### src/rtl/tiny_fpga_pkg.sv
`default_nettype none
// ============================================================================
//  Module      : tiny_fpga_pkg
//  Description : Types and constants shared by the tiny_fpga_2x2 fabric and
//                its configuration loader.
//                t_cfg_loader_state - loader sequencing states
//                CLB_COUNT_DEFAULT  - CLBs in the 2x2 fabric
//  Revision    : 1.0 - initial release
// ============================================================================
package tiny_fpga_pkg;

    localparam int CLB_COUNT_DEFAULT = 4;

    typedef enum logic [2:0] {
        ST_IDLE       = 3'd0,
        ST_CFG_PULSE  = 3'd1,
        ST_STREAM     = 3'd2,
        ST_WAIT_READY = 3'd3,
        ST_RUN        = 3'd4
    } t_cfg_loader_state;

endpackage : tiny_fpga_pkg
`default_nettype wire

### src/rtl/axi_stream_if.sv
`default_nettype none
// ============================================================================
//  Module      : axi_stream_if
//  Description : Minimal AXI-stream bundle (tvalid/tready/tdata/tlast).
//                master: drives tvalid/tdata/tlast, samples tready
//                slave : the reverse
//  Revision    : 1.0 - initial release
// ============================================================================
interface axi_stream_if #(
    parameter int DATA_WIDTH = 16
);
    logic                  tvalid;
    logic                  tready;
    logic [DATA_WIDTH-1:0] tdata;
    logic                  tlast;

    modport master (output tvalid, output tdata, output tlast, input tready);
    modport slave  (input tvalid, input tdata, input tlast, output tready);
endinterface : axi_stream_if
`default_nettype wire

### src/rtl/cfg_word_packer.sv
`default_nettype none
// ============================================================================
//  Module      : cfg_word_packer
//  Description : Packs bytes LSB-first into DATA_WIDTH words and presents
//                them on a valid/ready output register.
//  Ports       : clk, rst      clock, synchronous active-high reset
//                clear         zero the byte counter (start of a new load)
//                enable        allow byte acceptance
//                in_valid/in_data/in_ready   byte side handshake
//                in_last       tlast value captured with the completed word
//                out_valid/out_ready/out_data/out_last   word side
//  Revision    : 1.0 - initial release
// ============================================================================
module cfg_word_packer #(
    parameter int DATA_WIDTH = 16
)(
    input  logic                  clk,
    input  logic                  rst,
    input  logic                  clear,
    input  logic                  enable,
    input  logic                  in_valid,
    input  logic [7:0]            in_data,
    output logic                  in_ready,
    input  logic                  in_last,
    output logic                  out_valid,
    input  logic                  out_ready,
    output logic [DATA_WIDTH-1:0] out_data,
    output logic                  out_last
);

    localparam int BPW  = DATA_WIDTH / 8;
    localparam int BC_W = (BPW > 1) ? $clog2(BPW) : 1;
    localparam logic [BC_W-1:0] c_BYTE_LAST = BC_W'(BPW - 1);

    logic [BC_W-1:0]       r_byte_cnt;
    logic                  r_valid;
    logic [DATA_WIDTH-1:0] r_data;
    logic                  r_last;
    logic [DATA_WIDTH-1:0] w_word;
    logic                  w_complete;
    logic                  w_accept;
    logic                  w_load;
    logic                  w_xfer;

    assign w_complete = (r_byte_cnt == c_BYTE_LAST);
    // Registered terms only: a completing byte waits until the output
    // register is empty, so tready never reaches in_ready combinationally.
    assign in_ready   = enable && !(r_valid && w_complete);
    assign w_accept   = in_valid && in_ready;
    assign w_load     = w_accept && w_complete;
    assign w_xfer     = r_valid && out_ready;

    generate
        if (BPW > 1) begin : g_wide
            logic [DATA_WIDTH-9:0] r_acc;

            always_ff @(posedge clk) begin
                if (rst) begin
                    r_acc <= '0;
                end else if (w_accept && !w_complete) begin
                    for (int b = 0; b < BPW - 1; b++) begin
                        if (r_byte_cnt == BC_W'(b)) begin
                            r_acc[8*b +: 8] <= in_data;
                        end
                    end
                end
            end

            assign w_word = {in_data, r_acc};
        end else begin : g_narrow
            assign w_word = in_data;
        end
    endgenerate

    always_ff @(posedge clk) begin
        if (rst) begin
            r_byte_cnt <= '0;
            r_valid    <= 1'b0;
            r_data     <= '0;
            r_last     <= 1'b0;
        end else begin
            if (clear) begin
                r_byte_cnt <= '0;
            end else if (w_accept) begin
                r_byte_cnt <= w_complete ? '0 : r_byte_cnt + 1'b1;
            end

            // A reload in the same cycle as a transfer keeps valid high.
            if (w_load) begin
                r_valid <= 1'b1;
                r_data  <= w_word;
                r_last  <= in_last;
            end else if (w_xfer) begin
                r_valid <= 1'b0;
            end
        end
    end

    assign out_valid = r_valid;
    assign out_data  = r_data;
    assign out_last  = r_last;

endmodule : cfg_word_packer
`default_nettype wire

### src/rtl/tiny_fpga_cfg_loader.sv
`default_nettype none
// ============================================================================
//  Module      : tiny_fpga_cfg_loader
//  Description : Configuration sequencer for the 2x2 fabric. Takes a byte
//                serial bitstream from the pins, packs it into fabric words,
//                streams it with tlast per CLB, waits for fab_cfg_ready and
//                then gates fab_run on the host command.
//  Ports       : clk, rst                 clock, synchronous active-high reset
//                host_start/host_run      configure pulse / run level
//                host_valid/host_data/host_ready   byte input handshake
//                busy, done, error        status (done/error sticky)
//                fab_cfg                  one-cycle config start pulse
//                fab_bitstream            config word stream (master)
//                fab_cfg_ready            fabric fully configured
//                fab_run                  fabric run enable
//  Revision    : 1.0 - initial release
// ============================================================================
module tiny_fpga_cfg_loader
    import tiny_fpga_pkg::*;
#(
    parameter int BITSTREAM_DATA_WIDTH = 16,
    parameter int CLB_COUNT            = CLB_COUNT_DEFAULT,
    parameter int WORDS_PER_CLB        = 2,
    parameter int TIMEOUT_CYCLES       = 64
)(
    input  logic         clk,
    input  logic         rst,
    input  logic         host_start,
    input  logic         host_run,
    input  logic         host_valid,
    input  logic [7:0]   host_data,
    output logic         host_ready,
    output logic         busy,
    output logic         done,
    output logic         error,
    output logic         fab_cfg,
    axi_stream_if.master fab_bitstream,
    input  logic         fab_cfg_ready,
    output logic         fab_run
);

    localparam int WC_W  = (WORDS_PER_CLB  > 1) ? $clog2(WORDS_PER_CLB)  : 1;
    localparam int CC_W  = (CLB_COUNT      > 1) ? $clog2(CLB_COUNT)      : 1;
    localparam int TMO_W = (TIMEOUT_CYCLES > 1) ? $clog2(TIMEOUT_CYCLES) : 1;
    localparam logic [WC_W-1:0]  c_WORD_LAST = WC_W'(WORDS_PER_CLB - 1);
    localparam logic [CC_W-1:0]  c_CLB_LAST  = CC_W'(CLB_COUNT - 1);
    localparam logic [TMO_W-1:0] c_TMO_LAST  = TMO_W'(TIMEOUT_CYCLES - 1);

    t_cfg_loader_state r_state;
    t_cfg_loader_state w_state_nxt;

    logic [WC_W-1:0]  r_word_cnt;
    logic [CC_W-1:0]  r_clb_cnt;
    logic [TMO_W-1:0] r_tmo_cnt;
    logic             r_done;
    logic             r_error;
    logic             r_fab_run;

    logic                            w_tvalid;
    logic                            w_tlast;
    logic [BITSTREAM_DATA_WIDTH-1:0] w_tdata;
    logic                            w_xfer;

    assign w_xfer = w_tvalid && fab_bitstream.tready;

    cfg_word_packer #(
        .DATA_WIDTH (BITSTREAM_DATA_WIDTH)
    ) u_packer (
        .clk       (clk),
        .rst       (rst),
        .clear     (r_state == ST_CFG_PULSE),
        .enable    (r_state == ST_STREAM),
        .in_valid  (host_valid),
        .in_data   (host_data),
        .in_ready  (host_ready),
        .in_last   (r_word_cnt == c_WORD_LAST),
        .out_valid (w_tvalid),
        .out_ready (fab_bitstream.tready),
        .out_data  (w_tdata),
        .out_last  (w_tlast)
    );

    always_comb begin
        w_state_nxt = r_state;
        case (r_state)
            ST_IDLE: begin
                if (host_start) begin
                    w_state_nxt = ST_CFG_PULSE;
                end else if (host_run && r_done) begin
                    w_state_nxt = ST_RUN;
                end
            end
            ST_CFG_PULSE: begin
                w_state_nxt = ST_STREAM;
            end
            ST_STREAM: begin
                if (w_xfer && w_tlast && (r_clb_cnt == c_CLB_LAST)) begin
                    w_state_nxt = ST_WAIT_READY;
                end
            end
            ST_WAIT_READY: begin
                // cfg_ready is tested first so it wins over a coincident timeout.
                if (fab_cfg_ready || (r_tmo_cnt == c_TMO_LAST)) begin
                    w_state_nxt = ST_IDLE;
                end
            end
            ST_RUN: begin
                if (host_start) begin
                    w_state_nxt = ST_CFG_PULSE;
                end else if (!host_run) begin
                    w_state_nxt = ST_IDLE;
                end
            end
            default: begin
                w_state_nxt = ST_IDLE;
            end
        endcase
    end

    always_ff @(posedge clk) begin
        if (rst) begin
            r_state    <= ST_IDLE;
            r_word_cnt <= '0;
            r_clb_cnt  <= '0;
            r_tmo_cnt  <= '0;
            r_done     <= 1'b0;
            r_error    <= 1'b0;
            r_fab_run  <= 1'b0;
        end else begin
            r_state   <= w_state_nxt;
            r_fab_run <= (w_state_nxt == ST_RUN);

            // Only IDLE/RUN can move to CFG_PULSE: that is a new load.
            if (w_state_nxt == ST_CFG_PULSE) begin
                r_done  <= 1'b0;
                r_error <= 1'b0;
            end

            case (r_state)
                ST_CFG_PULSE: begin
                    r_word_cnt <= '0;
                    r_clb_cnt  <= '0;
                    r_tmo_cnt  <= '0;
                end
                ST_STREAM: begin
                    if (w_xfer) begin
                        if (w_tlast) begin
                            r_word_cnt <= '0;
                            r_clb_cnt  <= (r_clb_cnt == c_CLB_LAST) ? '0 : r_clb_cnt + 1'b1;
                        end else begin
                            r_word_cnt <= r_word_cnt + 1'b1;
                        end
                    end
                end
                ST_WAIT_READY: begin
                    if (fab_cfg_ready) begin
                        r_done <= 1'b1;
                    end else if (r_tmo_cnt == c_TMO_LAST) begin
                        r_error <= 1'b1;
                    end else begin
                        r_tmo_cnt <= r_tmo_cnt + 1'b1;
                    end
                end
                default: begin
                end
            endcase
        end
    end

    assign busy    = (r_state == ST_CFG_PULSE) || (r_state == ST_STREAM) ||
                     (r_state == ST_WAIT_READY);
    assign done    = r_done;
    assign error   = r_error;
    assign fab_cfg = (r_state == ST_CFG_PULSE);
    assign fab_run = r_fab_run;

    assign fab_bitstream.tvalid = w_tvalid;
    assign fab_bitstream.tdata  = w_tdata;
    assign fab_bitstream.tlast  = w_tlast;

endmodule : tiny_fpga_cfg_loader
`default_nettype wire

### src/flat_wrapper.sv
// flat-port wrapper written by rule: the top's interface ports become plain ports
module tiny_fpga_cfg_loader_flat import tiny_fpga_pkg::*;
#(
    parameter int BITSTREAM_DATA_WIDTH = 16,
    parameter int CLB_COUNT            = CLB_COUNT_DEFAULT,
    parameter int WORDS_PER_CLB        = 2,
    parameter int TIMEOUT_CYCLES       = 64
)
  (clk, rst, host_start, host_run, host_valid, host_data, host_ready, busy, done, error, fab_cfg, fab_cfg_ready, fab_run, fab_bitstream_tvalid, fab_bitstream_tdata, fab_bitstream_tlast, fab_bitstream_tready);
  axi_stream_if #(.DATA_WIDTH(16)) fab_bitstream_i ();
  input  logic clk;
  input  logic rst;
  input  logic host_start;
  input  logic host_run;
  input  logic host_valid;
  input  logic [7:0] host_data;
  output logic host_ready;
  output logic busy;
  output logic done;
  output logic error;
  output logic fab_cfg;
  input  logic fab_cfg_ready;
  output logic fab_run;
  output wire logic [$bits(fab_bitstream_i.tvalid)-1:0] fab_bitstream_tvalid;
  output wire logic [$bits(fab_bitstream_i.tdata)-1:0] fab_bitstream_tdata;
  output wire logic [$bits(fab_bitstream_i.tlast)-1:0] fab_bitstream_tlast;
  input wire logic [$bits(fab_bitstream_i.tready)-1:0] fab_bitstream_tready;
  assign fab_bitstream_tvalid = fab_bitstream_i.tvalid;
  assign fab_bitstream_tdata = fab_bitstream_i.tdata;
  assign fab_bitstream_tlast = fab_bitstream_i.tlast;
  assign fab_bitstream_i.tready = fab_bitstream_tready;
  tiny_fpga_cfg_loader #(.BITSTREAM_DATA_WIDTH(BITSTREAM_DATA_WIDTH), .CLB_COUNT(CLB_COUNT), .WORDS_PER_CLB(WORDS_PER_CLB), .TIMEOUT_CYCLES(TIMEOUT_CYCLES)) u_core (.clk(clk), .rst(rst), .host_start(host_start), .host_run(host_run), .host_valid(host_valid), .host_data(host_data), .host_ready(host_ready), .busy(busy), .done(done), .error(error), .fab_cfg(fab_cfg), .fab_bitstream(fab_bitstream_i), .fab_cfg_ready(fab_cfg_ready), .fab_run(fab_run));
endmodule
### config.mk
export PLATFORM = sky130hd
export DESIGN_NAME = tiny_fpga_cfg_loader_flat
export DESIGN_NICKNAME = d
export VERILOG_FILES = /design/src/rtl/tiny_fpga_pkg.sv /design/src/rtl/axi_stream_if.sv /design/src/rtl/cfg_word_packer.sv /design/src/rtl/tiny_fpga_cfg_loader.sv /design/src/flat_wrapper.sv
export SDC_FILE = /design/constraint.sdc
export NUM_CORES = 1
export LEC_CHECK = 0
export CAP_MARGIN = 20
export CORE_AREA = 4 4 65 67
export CTS_CLUSTER_SIZE = 20
export DETAILED_ROUTE_END_ITERATION = 8
export DIE_AREA = 0 0 69 71
export GPL_TIMING_DRIVEN = 0
export PLACE_DENSITY = 0.92
export SETUP_SLACK_MARGIN = 0.2
export SYNTH_ARGS = -nofsm -noshare
export SYNTH_HDL_FRONTEND = slang
export SYNTH_SLANG_ARGS = --single-unit
### constraint.sdc
create_clock -name clk -period 2.6 [get_ports clk]
set_input_delay 0.78 -clock clk [delete_from_list [all_inputs] [get_ports clk]]
set_output_delay 0.78 -clock clk [all_outputs]
set_load 0.05 [all_outputs]
==> results of run 1 <==
power by group through the flow:
stage / registers (mW) / clock network [mW] / logic (mW)
after floorplan: 0.672 / 0 / 0.0817
after global placement: 0.670 / 0 / 0.131
after detailed placement: 0.671 / 0 / 0.134
after CTS: 0.656 / 0.441 / 0.133
after global routing: 0.657 / 0.470 / 0.144
final: 0.656 / 0.427 / 0.135
placed cells by master (no fill, tap or decap), types with 2 or more instances in the layout:
master	instances
a211oi_1	5
a21oi_1	8
a311oi_1	2
a31oi_1	3
and2_1	3
and3_1	4
buf_4	3
buf_6	3
clkbuf_1	6
clkbuf_8	6
clkdlybuf4s50_1	35
dfxtp_1	40
dfxtp_2	2
ha_1	2
inv_1	6
mux2i_1	25
nand2_1	4
nand2b_1	38
nand3_1	2
nand4_1	4
nand4b_1	2
nor2_1	3
nor3_1	3
nor3b_4	2
nor4b_1	2
o21ai_0	3
or3b_2	2
or3b_4	2
layer usage:
metal | vias up | global-route usage, % | share of wire, %
met5 | - | 0 | 0
met2 | 54 | 30.3 | 49
met1 | 712 | 20.6 | 43
met4 | 0 | 8.46 | 2.1
li1 | 767 | - | -
met3 | 9 | 6.25 | 5.9
synth_stat cells, drive strengths merged (2+ instances only):
cell type	instances
nand2b	38
a21oi	8
nand4b	2
buf	4
nand2	4
nand3	2
nor2	3
mux2i	25
clkbuf	6
nor3	3
and2	3
ha	2
and3	4
o21ai	3
a31oi	3
dfxtp	42
or3b	4
nor3b	4
a311oi	2
nor4b	2
a211oi	5
nand4	4
inv	6
cell type report:
type	count	area, µm²
Buffer	10	65.1
Inverter	6	22.5
Timing Repair Buffer	38	377
Multi-Input combinational cell	131	977
Fill cell	291	1200
Clock inverter	1	5.00
Tap cell	48	60.1
Clock buffer	7	86.3
Sequential cell	42	843
repair_timing:
action / in CTS / in global routing
setup endpoints to repair: 3 / 3
pin swaps: 0 / 0
gates resized for setup: 16 / 4
hold buffers: 0 / 0
cell families after synthesis:
| group | after synthesis |
|---|---|
| DFF | 42 |
| and+or+nand+nor | 76 |
| AOI/OAI and AO/OA | 28 |
| adders and majority gates | 2 |
| buffers and inverters | 16 |
| muxes | 25 |
worst paths after layout:
check / startpoint / to / cells after the start
setup / recovery: u_core.u_packer.out_valid / fab_bitstream_tvalid / 1
hold / removal: u_core.error / u_core.error / 2
setup reg to reg: u_core.r_state[2] / u_core.r_clb_cnt[1] / 3
hold reg to reg: u_core.error / u_core.error / 2
metrics by stage:
step                      hold WS, ns  cells  setup slack [ns]
after detailed placement        0.456    275            -0.163
final                           0.464    283             0.241
after CTS                       0.466    283             0.138
after global routing            0.491    283             0.203
after global placement          0.447    275            -0.118
after floorplan                 0.450    189             0.212
tightest hold or removal path: cells and delay by family (launching register included):
kind	cells	cell delay, ns
and+or+nand+nor	1	0.05
AOI/OAI and AO/OA	1	0.06
DFF	1	0.31
flip-flops by register name, summed over array words and instances (netlist names):
| signal | cells |
|---|---|
| u_core.r_state | 3 |
| u_core.u_packer.out_data | 16 |
| u_core.r_clb_cnt | 2 |
| u_core.r_tmo_cnt | 6 |
| u_core.u_packer.g_wide.r_acc | 8 |
| u_core.error | 1 |
| u_core.u_packer.out_valid | 1 |
| u_core.u_packer.r_byte_cnt | 1 |
| u_core.fab_run | 1 |
| u_core.u_packer.out_last | 1 |
| u_core.done | 1 |
| u_core.r_word_cnt | 1 |
==> run_results.csv, run 1 <==
group,metric,value,unit
synth,synthTopCellsByArea,"dfxtp_1 (44%), mux2i_1 (13%), nand2b_1 (13%)",
synth,synth_top_family_by_area,"simple AND/OR/NAND/NOR gates",
die,ios,39,
setup_path,crit_family,"buffers and inverters",
sta,setup_viol,0,
synth,async_flop_share,0,%
sta,finalMaxSlewViolations,0,
route,routed-via-count,1542,
synth,syn_avg_cell_area,10.1,µm²
status,run_status,"complete, no violations",
route,postRouteAntennaNets,0,
setup_path,worstPathCellList,"clkdlybuf4s50_1",
power_and_ir_drop,p_comb_share,11.1,%
placement,port_buffers,38,
synth,syn_area,1900,µm²
global_routing,grt_pass1_wl,7.15,mm
setup_path,critPathSlowestCell,"clkdlybuf4s50_1",
die,placementRows,22,
synth,yosys.area_share.xor_xnor,0,%
finish,final_util,67.0,%
finish,fin_nets,251,
finish,syn_to_final_growth,28.1,%
die,coreArea,3630,µm²
die,die_area,4900,µm²
setup_path,setup.worst_path.start_class,"flip-flop",
power_and_ir_drop,max-vdd-ir-drop,0.401,mV
synth,muxShareOfSynthArea,13.2,%
global_routing,grt_max_degree,13,
job,cap_viol_max_count,0,
die,start_util,52.3,%
sta,setup-tns-final,0,ns
route,drt_pre_antenna_iters,4,
synth,syn-instance-count,189,
synth,synth_fa_ha_area_share,1.32,%
clock_tree,clk_path_buf_depth,2,
power_and_ir_drop,switching_share,23.8,%
power_and_ir_drop,p_per_area,500,nW/µm²
sta,rsz0062_at_grt,"no",
power_and_ir_drop,clockPowerShare,35.1,%
route,via_per_inst,5.45,
global_routing,grt_pass1_vias,1585,
setup_path,cp-end-kind,"output port",
power_and_ir_drop,p_total,1.22,mW
sta,fin_crit,2.36,ns
finish,diodes,0,
clock_tree,cts_tree,"yes",
clock_tree,path_clk_slew,0.07,ns
power_and_ir_drop,seqPwrFrac,53.9,%
finish,layout-drive-gt1-share,10.2,%
setup_path,path_class,"flip-flop to output port",
clock_tree,clockRootBuffer,"clkbuf_8",
synth,synthesis.nets,206,
sta,finalCritPeriodShare,90.7,%
placement,dpl_cell_area,2340,µm²
synth,synth-simple-area-share,26.9,%
route,routed_wl,4.28,mm
synth,yosys.area.top_type,"dfxtp_1",
synth,yosys.area.top_type_share,44.2,%
synth,synth_cell_types,37,
synth,yosysWarnings,0,
power_and_ir_drop,power_leakage,0.944,nW
clock_tree,clock_latency,0.30,ns
setup_path,required,1.82,ns
synth,synth_compound_area_share,9.87,%
clock_tree,clock_sinks,42,
placement,place_congestion,0.788,
clock_tree,post-cts-setup-buffers,0,
synth,synth.yosys.seq_area_share,44.2,%
route,drtIter0Drc,142,
finish,fin_area,2440,µm²
clock_tree,cts_buffers,5,
die,die-height,71,µm
power_and_ir_drop,switchingPower,0.290,mW
setup_path,worstPathArrival,1.58,ns
sta,worst_slew_pin_slew,0.508,ns
power_and_ir_drop,power.internal,0.928,mW
sta,hold_violations,0,
setup_path,path_buf_inv,1,
sta,max_freq,424,MHz
synth,synth-seq-cells,42,
sta,max_slew_margin,66.0,%
setup_path,path_max_fanout,7,
synth,synth_ff_type,"dfxtp_1",
setup_path,r2r_setup_slack,1.04,ns
die,die_w,69,µm
global_routing,grt_usage,18.0,%
clock_tree,cts.htree.levels,2,
placement,hpwl,3.05,mm
worst_hold_path,hold_class,"flip-flop to flip-flop",
sta,skew,0.00632,ns
synth,synth_edf_count,0,
global_routing,overflow,0,
setup_path,max_stage_delay,0.84,ns
route,wl_per_cell,15.1,µm
route,drc,0,
global_routing,antenna_found_initial,0,
No activity file was read; power rests on OpenSTA's default activity.
==> run 2: changes to the inputs <==
==> constraint.sdc (replaced) <==
create_clock -name clk -period 2.6 [get_ports clk]
set_input_delay 0.52 -clock clk [delete_from_list [all_inputs] [get_ports clk]]
set_output_delay 0.52 -clock clk [all_outputs]
set_load 0.05 [all_outputs]
==> run 2 against run 1 <==
  * Worst hold slack about the same
  * First-iteration DRC count decreased by 20%
  * Highest routed layer unchanged
  * Clock skew about the same
  * Sequential share of layout area about the same
  * Combinational power decreased by 3%
==> run_results.csv, run 2 (same netlist as run 1, synthesis figures left out) <==
group,metric,value,unit
power_and_ir_drop,power_leakage,0.939,nW
sta,max_slew_margin,65.2,%
finish,final_common_cell,"dfxtp_1",
die,start_util,52.3,%
setup_path,required,2.08,ns
placement,port_buffers,38,
route,postRouteAntennaNets,0,
finish,layout-drive-gt1-share,8.51,%
placement,post-place-ws,0.0972,ns
clock_tree,cts_buffers,5,
clock_tree,clk_path_buf_depth,2,
clock_tree,cts.htree.levels,2,
sta,setup-tns-final,0,ns
finish,fin_nets,251,
sta,finalMaxSlewViolations,0,
sta,rsz0062_at_grt,"no",
sta,worst_slack,0.306,ns
clock_tree,postCtsHoldBufs,0,
route,drtIter0Drc,114,
sta,fin_crit,2.29,ns
setup_path,r2r-start,"u_core.r_state[2]",
clock_tree,post-cts-setup-buffers,0,
global_routing,grt_pass1_wl,7.13,mm
setup_path,setup.worst_path.start_class,"flip-flop",
die,coreArea,3630,µm²
finish,diodes,0,
sta,skew,0.00593,ns
global_routing,overflow,0,
placement,hpwl,3.05,mm
route,via_per_inst,5.46,
setup_path,r2r_end,"u_core.r_clb_cnt[1]",
setup_path,r2r_setup_slack,0.98,ns
global_routing,antenna_found_initial,0,
placement,dp.cells,275,
worst_hold_path,hold_class,"flip-flop to flip-flop",
route,drc,0,
clock_tree,path_clk_slew,0.07,ns
global_routing,grt_max_degree,13,
finish,syn_to_final_growth,27.7,%
clock_tree,cts_resized,7,
die,ios,39,
setup_path,path_max_fanout,10,
sta,worst_slew_pin_slew,0.522,ns
finish,mostFrequentLayoutCells,"dfxtp_1 (42), nand2b_1 (38), clkdlybuf4s50_1 (35)",
sta,finalCritPeriodShare,88.2,%
worst_hold_path,hold_end,"u_core.error",
worst_hold_path,hp-start,"u_core.error",
die,placementRows,22,
route,wl_per_cell,15.0,µm
job,cap_viol_max_count,0,
clock_tree,clock_latency,0.30,ns
power_and_ir_drop,max-vdd-ir-drop,0.399,mV
sta,max_freq,436,MHz
route,routed-via-count,1546,
clock_tree,clockRootBuffer,"clkbuf_8",
worst_hold_path,hold_depth,2,
die,die_area,4900,µm²
setup_path,cp-end-kind,"output port",
clock_tree,cts_tree,"yes",
setup_path,r2r.worst_path.cells,3,
sta,setup_viol,0,
global_routing,grt_usage,18.0,%
status,run_status,"complete, no violations",
finish,final_cells,283,
finish,largest_register_ffs,16,
setup_path,worstPathArrival,1.77,ns
global_routing,grt_pass1_vias,1579,
power_and_ir_drop,p_per_area,499,nW/µm²
route,routed_wl,4.23,mm
die,die_w,69,µm
setup_path,path_class,"flip-flop to output port",
sta,hold_violations,0,
route,drt_pre_antenna_iters,4,
die,die-height,71,µm
clock_tree,clock_sinks,42,
placement,place_congestion,0.788,
[run 2: changes by cell type in the layout (fill, tap and decap cells not counted), sizes merged]
cell / before / now
dlygate4sd2: 0 / 1
buf: 6 / 5
[run 2: layout make-up]
| type | instances | area [µm²] |
|---|---|---|
| Inverter | 6 | 22.5 |
| Fill cell | 294 | 1200 |
| Clock buffer | 7 | 86.3 |
| Timing Repair Buffer | 38 | 375 |
| Clock inverter | 1 | 5.00 |
| Sequential cell | 42 | 841 |
| Multi-Input combinational cell | 131 | 975 |
| Tap cell | 48 | 60.1 |
| Buffer | 10 | 63.8 |
[run 2: routing by layer]
layer	part of all wire (%)	track usage, %
met3	5.8	5.97
met1	43	20.7
met2	50	30.3
met5	0	0
met4	2.0	8.46
[run 2: power breakdown]
group / total, mW / switching (mW) / internal [mW]
Combinational: 0.131 / 0.0707 / 0.0604
Clock: 0.426 / 0.212 / 0.214
Sequential: 0.656 / 0.00517 / 0.651
Total: 1.21 / 0.288 / 0.925
[run 2: worst max-delay path by stage]
stage                 startpoint    endpoint  slack [ns]
2_1_floorplan  u_core.r_state[2]  host_ready        0.47
3_3_place_gp   u_core.r_state[0]     fab_cfg        0.14
3_5_place_dp   u_core.r_state[0]     fab_cfg         0.1
4_1_cts        u_core.r_state[0]     fab_cfg        0.19
5_1_grt        u_core.r_state[1]        busy        0.23
6_report       u_core.r_state[0]     fab_cfg        0.31
[run 2: stage by stage]
stage               util [%]  instance area, µm²  hold slack (ns)  power, mW
finish                  66.8                2430            0.464       1.21
global route            66.8                2430            0.491       1.27
CTS                     67.0                2430            0.466       1.23
detailed placement      64.5                2340            0.456      0.804
global placement        64.5                2340            0.447      0.801
floorplan                  -                1900            0.450      0.753
[run 2: critical path, stage by stage (launching register included)]
cell and delay [ns]:
dfxtp_1 0.41, buf_4 0.19, or3b_2 0.53, inv_1 0.09, buf_2 0.26
==> run 3: changes to the inputs <==
--- a/config.mk
+++ b/config.mk
@@ -6,13 +6,15 @@
 export NUM_CORES = 1
 export LEC_CHECK = 0
 export CAP_MARGIN = 20
-export CORE_AREA = 4 4 65 67
+export CORE_AREA = 4 4 64 66
 export CTS_CLUSTER_SIZE = 20
 export DETAILED_ROUTE_END_ITERATION = 8
-export DIE_AREA = 0 0 69 71
+export DIE_AREA = 0 0 68 70
 export GPL_TIMING_DRIVEN = 0
 export PLACE_DENSITY = 0.92
 export SETUP_SLACK_MARGIN = 0.2
+export SKIP_LAST_GASP = 1
 export SYNTH_ARGS = -nofsm -noshare
 export SYNTH_HDL_FRONTEND = slang
+export SYNTH_HIERARCHICAL = 1
 export SYNTH_SLANG_ARGS = --single-unit
==> run 3 against run 2 <==
  * Count of clock-buffer cells in the layout down 1
  * First-iteration DRC count decreased by 51%
  * Global-route usage decreased by 1.2 points
==> run_results.csv, run 3 <==
group,metric,value,unit
status,run_status,"complete, no violations",
finish,syn_to_final_growth,28.7,%
synth,synthesis.nets,200,
route,routed_wl,3.73,mm
power_and_ir_drop,clockPowerShare,30.5,%
power_and_ir_drop,p_per_area,471,nW/µm²
sta,fin_crit,2.27,ns
synth,synthTopCellsByArea,"dfxtp_1 (46%), mux2i_1 (14%), nand2b_1 (12%)",
clock_tree,path_clk_slew,0.12,ns
synth,syn_area,1840,µm²
job,cap_viol_max_count,0,
route,wl_per_cell,13.3,µm
power_and_ir_drop,power_leakage,0.899,nW
placement,place_congestion,0.800,
synth,synth_cell_types,35,
sta,finalMaxSlewViolations,0,
setup_path,worstPathArrival,1.75,ns
setup_path,required,2.08,ns
sta,skew,0.0158,ns
route,via_per_inst,5.23,
clock_tree,cts_buffers,5,
die,die_area,4760,µm²
finish,largest_register_ffs,16,
global_routing,overflow,0,
finish,diodes,0,
worst_hold_path,hold_class,"flip-flop to flip-flop",
sta,finalCritPeriodShare,87.4,%
die,die-height,70,µm
power_and_ir_drop,seqPwrFrac,59.0,%
sta,rsz0062_at_grt,"no",
route,drtIter0Drc,56,
power_and_ir_drop,max-vdd-ir-drop,0.376,mV
synth,synth_edf_count,0,
global_routing,grt_max_degree,14,
clock_tree,clockRootBuffer,"clkbuf_4",
power_and_ir_drop,p_total,1.12,mW
clock_tree,clock_sinks,42,
sta,worst_slew_pin_slew,0.525,ns
global_routing,antenna_found_initial,0,
synth,synthMostInstantiatedCell,"dfxtp_1",
setup_path,cp-end-kind,"output port",
synth,yosys-top-cells-count,"dfxtp_1 (42), nand2b_1 (35), mux2i_1 (25)",
setup_path,path_max_fanout,6,
sta,hold_violations,0,
setup_path,path_class,"flip-flop to output port",
route,routed-via-count,1465,
finish,fin_nets,248,
finish,mostFrequentLayoutCells,"dfxtp_1 (41), clkdlybuf4s50_1 (35), nand2b_1 (35)",
synth,synth.yosys.seq_area_share,45.7,%
sta,hold-worst-slack,0.488,ns
synth,syn_avg_cell_area,10.1,µm²
clock_tree,cts_tree,"yes",
die,start_util,51.5,%
finish,final_common_cell,"dfxtp_1",
global_routing,grt_util_met1,19.8,%
synth,synth_ff_type,"dfxtp_1",
die,ios,39,
route,postRouteAntennaNets,0,
synth,yosysWarnings,6,
sta,setup-tns-final,0,ns
global_routing,grt_pass1_wl,6.37,mm
global_routing,grt_usage,16.8,%
route,drt_pre_antenna_iters,4,
synth,synth-seq-cells,42,
clock_tree,cts.htree.levels,2,
power_and_ir_drop,power.internal,0.838,mW
die,placementRows,22,
power_and_ir_drop,p_comb_share,10.6,%
global_routing,gr-max-usage-layer,"met2",
global_routing,grt.met3_usage,6.43,%
clock_tree,clock_latency,0.35,ns
synth,async_flop_share,0,%
sta,setup_viol,0,
clock_tree,clk_path_buf_depth,2,
global_routing,grt_pass1_vias,1417,
clock_tree,postCtsHoldBufs,0,
placement,port_buffers,38,
setup_path,r2r_setup_slack,0.78,ns
placement,hpwl,2.68,mm
setup_path,setup.worst_path.start_class,"flip-flop",
sta,max_freq,440,MHz
sta,max_slew_margin,64.9,%
die,coreArea,3580,µm²
finish,layout-drive-gt1-share,10.8,%
synth,syn-instance-count,183,
global_routing,grt_use_met2,28.8,%
synth,yosys.area.top_type_share,45.7,%
power_and_ir_drop,switchingPower,0.278,mW
power_and_ir_drop,switching_share,24.9,%
die,die_w,68,µm
route,drc,0,
synth,yosys.area.top_type,"dfxtp_1",
==> run 3: cell type report <==
cell class,count,area [µm²]
Timing Repair Buffer,41,403
Multi-Input combinational cell,131,932
Fill cell,279,1210
Buffer,8,61.3
Clock buffer,6,51.3
Inverter,2,7.51
Clock inverter,2,12.5
Sequential cell,42,842
Tap cell,48,60.1
==> run 3: path summary, 6_finish.rpt <==
check | start | endpoint | depth (start not counted)
hold reg to reg | u_core/u_packer/out_data[3] | u_core/u_packer/out_data[3] | 2
hold / removal | u_core/u_packer/out_data[3] | u_core/u_packer/out_data[3] | 2
setup reg to reg | u_core/r_state[1] | u_core/r_clb_cnt[0] | 5
setup / recovery | u_core/r_state[0] | fab_cfg | 4
==> run 3: what timing repair did <==
item                                    4_1_cts  5_1_grt
endpoints found under the setup margin        3        2
cloned                                        0        0
buffers inserted                              0        3
resized for setup                             7        2
==> run 3: kinds of logic after synthesis <==
family          count (synthesis)  synth area share (%)
simple gates                   81                  28.5
flops                          42                  45.7
mux                            25                  13.6
compound gates                 23                  7.13
buf+inv                        10                  3.74
fa+ha+maj                       2                  1.36
==> run 3: power groups by stage <==
| stage | clock network [mW] | logic (mW) | registers (mW) |
|---|---|---|---|
| 6_report | 0.340 | 0.118 | 0.658 |
| 5_1_grt | 0.375 | 0.127 | 0.660 |
| 4_1_cts | 0.346 | 0.114 | 0.658 |
| 3_5_place_dp | 0 | 0.115 | 0.672 |
| 3_3_place_gp | 0 | 0.114 | 0.671 |
| 2_1_floorplan | 0 | 0.0670 | 0.673 |
==> run 3: worst max-delay path: stages (launching register included) <==
cell and delay [ns]:
dfxtp_2 0.41, nor2b_1 0.17, or2b_2 0.36, inv_1 0.10, clkdlybuf4s18_2 0.37
==> run 3: routing by layer <==
layer	routed length, µm	part of all wire (%)
met5	0	0
met4	13	0.35
met3	213	5.7
met2	1920	51
met1	1590	43
==> run 3: per-stage QoR <==
step | area [µm²] | util [%] | cells | setup slack (ns)
2_1_floorplan | 1840 | - | 183 | 0.497
3_3_place_gp | 2280 | 63.8 | 269 | 0.204
3_5_place_dp | 2280 | 63.8 | 269 | 0.185
4_1_cts | 2350 | 65.6 | 277 | 0.238
5_1_grt | 2370 | 66.2 | 280 | 0.230
6_report | 2370 | 66.2 | 280 | 0.328
